<file path="config.mk">
export PLATFORM = sky130hd
export DESIGN_NAME = demux_1x4_stream
export DESIGN_NICKNAME = d
export VERILOG_FILES = /design/src/rtl/demux_1x4_stream.sv
export SDC_FILE = /design/constraint.sdc
export NUM_CORES = 1
export LEC_CHECK = 0
export BUFFER_PORTS_ARGS = -buffer_cell sky130_fd_sc_hd__buf_4
export CORE_MARGIN = 2
export CORE_UTILIZATION = 40
export CTS_BUF_LIST = sky130_fd_sc_hd__clkbuf_4
export DETAILED_ROUTE_END_ITERATION = 12
export PLACE_DENSITY = 0.74
export SYNTH_ARGS = -nofsm -noshare
export SYNTH_HDL_FRONTEND = slang
export SYNTH_SLANG_ARGS = --single-unit
</file>
<file path="constraint.sdc">
create_clock -name clk -period 1.8 [get_ports clk]
set_input_delay 0.09 -clock clk [delete_from_list [all_inputs] [get_ports clk]]
set_output_delay 0.09 -clock clk [all_outputs]
set_load 0.05 [all_outputs]
</file>
<file path="src/rtl/demux_1x4_stream.sv">
// Registered 1-to-4 valid/ready stream demultiplexer with packet-locked select.
// Optional per-channel packet counters are enabled by defining DEMUX_1X4_STATS_EN.
module demux_1x4_stream #(
   parameter int DATA_W = 8
) (
   input  logic                clk,
   input  logic                rst_n,
   input  logic [1:0]          s,
   input  logic [DATA_W-1:0]   in_data,
   input  logic                in_valid,
   input  logic                in_last,
   output logic                in_ready,
   output logic [4*DATA_W-1:0] out_data,
   output logic [3:0]          out_valid,
   output logic [3:0]          out_last,
   input  logic [3:0]          out_ready,
   output logic                busy,
   output logic [63:0]         pkt_cnt
);

   typedef enum logic {IDLE = 1'b0, LOCK = 1'b1} state_t;

   state_t     r_state;
   state_t     w_state_next;
   logic [1:0] r_lock_sel;
   logic [1:0] w_lock_sel_next;
   logic [1:0] w_target;
   logic       w_accept;

   // Target is resolved outside the FSM block so acceptance never loops back through it.
   assign w_target = (r_state == LOCK) ? r_lock_sel : s;
   assign in_ready = !out_valid[w_target] || out_ready[w_target];
   assign w_accept = in_valid && in_ready;
   assign busy     = (r_state == LOCK);

   always_ff @(posedge clk or negedge rst_n) begin
      if (!rst_n) begin
         r_state    <= IDLE;
         r_lock_sel <= 2'd0;
      end else begin
         r_state    <= w_state_next;
         r_lock_sel <= w_lock_sel_next;
      end
   end

   always_comb begin
      w_state_next    = r_state;
      w_lock_sel_next = r_lock_sel;
      case (r_state)
         IDLE: begin
            if (w_accept && !in_last) begin
               w_state_next    = LOCK;
               w_lock_sel_next = s;
            end
         end
         LOCK: begin
            if (w_accept && in_last) begin
               w_state_next = IDLE;
            end
         end
         default: w_state_next = IDLE;
      endcase
   end

   genvar gi;
   generate
      for (gi = 0; gi < 4; gi++) begin : g_ch
         logic              r_valid;
         logic              r_last;
         logic [DATA_W-1:0] r_data;
         logic              w_hit;

         assign w_hit = w_accept && (w_target == 2'(gi));

         // A refill wins over a drain so a full channel can stream at one beat per cycle.
         always_ff @(posedge clk or negedge rst_n) begin
            if (!rst_n) begin
               r_valid <= 1'b0;
               r_last  <= 1'b0;
               r_data  <= '0;
            end else if (w_hit) begin
               r_valid <= 1'b1;
               r_last  <= in_last;
               r_data  <= in_data;
            end else if (r_valid && out_ready[gi]) begin
               r_valid <= 1'b0;
            end
         end

         assign out_valid[gi]                   = r_valid;
         assign out_last[gi]                    = r_last;
         assign out_data[gi*DATA_W +: DATA_W]   = r_data;

`ifdef DEMUX_1X4_STATS_EN
         logic [15:0] r_cnt;

         always_ff @(posedge clk or negedge rst_n) begin
            if (!rst_n) begin
               r_cnt <= 16'd0;
            end else if (w_hit && in_last) begin
               r_cnt <= r_cnt + 16'd1;
            end
         end

         assign pkt_cnt[gi*16 +: 16] = r_cnt;
`else
         assign pkt_cnt[gi*16 +: 16] = 16'd0;
`endif
      end
   endgenerate

endmodule

</file>
==> results.toml <==
[global_routing]
grt_usage_pct = 13.6
grt_antenna_before_repair = 0
globalRouteOverflowTotal = 0
grt_pass1_vias = 1283
grt_pass1_wl_um = 6540
grt_max_degree = 44

[critical_path]
crit_family = "simple AND/OR/NAND/NOR gates"
r2r_slack_ps = -70
start_kind = "register"
path_cells = "buf_12 -> mux2i_4 -> nand2b_1 -> or3_1 -> buf_4 -> mux2_2"
crit_buf_inv = 2
critical_path_class = "reg -> reg"
cp_slowest_cell = "dfrtp_2"
arrival_ps = 2120
max_stage_delay_ps = 460
reg2regPathDepth = 6
timing.rr.end = "g_ch[3].r_data[5]$_DFFE_PN0P_"
required_ps = 2040
crit_fanout = 7
worstSetupEndpointType = "register"
crit_cells = 6

[sta]
period_minus_slack_ps = 1870
max_freq_ghz = 0.533
slew_violations = 0
tightest_slew_ps = 544
finalWorstSetupSlack_ps = -74.7
finalCritPeriodShare_pct = 104
setup_viol = 17
hold_violations = 0
relSlewSlack_pct = 63.7
clock_skew_ps = 5.17
rsz0062_at_grt = "true"
tns_ps = -802

[routing]
drt_pass1_iterations = 4
drt_iter0_markers = 28
drc = 0
vias_per_cell = 4.21
num_vias = 1414
wl_um = 4280
wl_per_cell_um = 12.8
antenna_left = 0

[final_layout]
layout.nets = 281
fin_cells = 336
fillCellCount = 502
utilization_pct = 51.4
areaGrowthSynthToFinish_pct = 23.8
design_area_um2 = 2850
drive_gt1_share_pct = 47.3
diodes = 0

[placement]
hpwl_um = 3020
placed_cell_area_um2 = 2580
io_buffer_count = 59
gp_congestion = 0.796
dp_cells = 313

[clock_network]
cts_root_buffer = "clkbuf_4"
path_clk_slew_ps = 120
clkSinkCount = 43
cts_tree = "done"
cts_max_path_buffers = 2
h-tree-depth = 2
clock_latency_ps = 340
numCtsBuffers = 5

[run_status]
violations = "negative setup slack"
status = "finished with violations"

[hold_path]
worstHoldPathType = "in -> reg"
hold_path_depth = 3
min_from = "out_ready[1]"
min_to = "g_ch[1].r_valid$_DFFE_PN0P_"

[floorplan]
die_x_um = 79.9
die_h_um = 79.9
core_area_um2 = 5540
rows = 27
start_util_pct = 41.6
pin_count = 124
die_area_um2 = 6380

[synthesis]
synthCells = 187
yosys.area.top_type = "dfrtp_1"
ys.warnings.count = 0
postSynthAreaPerCell_um2 = 12.3
netlist-cell-type-count = 20
netlist_area_um2 = 2300
synth_top_area_share_pct = 46.7
ys_seq_area_share_pct = 46.7
synth.top_cells.by_area = "dfrtp_1, buf_4, mux2_2, mux2i_1, nand2b_1"
ys_ff_latch = 43

[job]
max-cap-violations = 0
-- Yosys cell counts --
cell / instances
buf_4: 72
dfrtp_1: 43
mux2_2: 37
mux2i_1: 7
nand2_1: 5
nand2b_1: 5
buf_6: 2
nor2b_1: 2
o22ai_1: 2
or3_1: 2
a21oi_1: 1
a2bb2oi_1: 1
and4bb_2: 1
conb_1: 1
inv_1: 1
mux2i_2: 1
nand4_2: 1
nand4b_2: 1
nor2_1: 1
or4b_2: 1
-- per-layer routing --
layer | GRT usage [%] | wire length [µm] | part of all wire (%) | vias up
li1 | - | - | - | 646
met1 | 17.1 | 1660 | 39 | 685
met2 | 21.5 | 2130 | 50 | 76
met3 | 5.66 | 441 | 10 | 7
met4 | 3.56 | 62 | 1.4 | 0
met5 | 0 | 0 | 0 | -
-- layout by cell type (no fill, tap or decap), types with 3 or more instances in the layout --
cell | netlist | routed
dfrtp_1 | 43 | 42
conb_1 | 1 | 64
nand2b_1 | 5 | 5
buf_4 | 72 | 66
nand2_1 | 5 | 5
clkbuf_4 | 0 | 6
mux2_2 | 37 | 37
dlygate4sd3_1 | 0 | 11
mux2i_4 | 0 | 4
mux2i_1 | 7 | 3
-- through the flow --
step / setup WS (ps) / hold WS [ps]
6_report: -74.7 / 81.9
5_1_grt: -145 / 57.1
4_1_cts: -50.6 / 59.7
3_5_place_dp: 2.21 / 112
3_3_place_gp: 24.3 / 112
2_1_floorplan: -121 / -206
-- registers in the layout (all words and copies together), names as in the netlist, named ones only --
register and count:
g_ch.r_data 32, g_ch.r_last 4, g_ch.r_valid 4, r_lock_sel 2
-- kinds of logic after synthesis --
family                 Yosys count  share of synthesized area, %
buffers and inverters           75                          24.6
muxes                           45                          21.7
other                            1                         0.163
AOI/OAI and AO/OA                4                          1.14
and+or+nand+nor                 19                          5.60
DFF                             43                          46.7
-- cell type report --
type,instances,area (µm²),share of cell area (%)
Timing Repair Buffer,80,648,22.7
Inverter,1,3.75,0.132
Clock buffer,6,45.0,1.58
Tap cell,72,90.1,3.16
Multi-Input combinational cell,132,973,34.2
Sequential cell,43,1080,37.8
Clock inverter,2,12.5,0.439
-- what timing repair did --
item / 4_1_cts / 5_1_grt
setup buffers: 3 / 1
setup endpoints to repair: 12 / 35
hold buffers: 11 / 0
resized for setup: 7 / 4
hold endpoints to repair: 77 / 0
pin swaps: 0 / 0
-- worst max path at each step --
stage,from,to
final,register,g_ch[3].r_data[5]$_DFFE_PN0P_
after global routing,register,in_ready
after CTS,register,in_ready
after detailed placement,register,g_ch[0].r_data[6]$_DFFE_PN0P_
after global placement,register,g_ch[0].r_data[1]$_DFFE_PN0P_
after floorplan,register,g_ch[1].r_data[0]$_DFFE_PN0P_
-- worst register-to-register path, stage by stage, from the launching register on --
cell	delay (ps)
dfrtp_2	460
buf_12	140
mux2i_4	190
nand2b_1	160
or3_1	350
buf_4	190
mux2_2	270
Power is not shown: default switching activity piles up to over one toggle a cycle in this logic, so the estimate is an artifact.
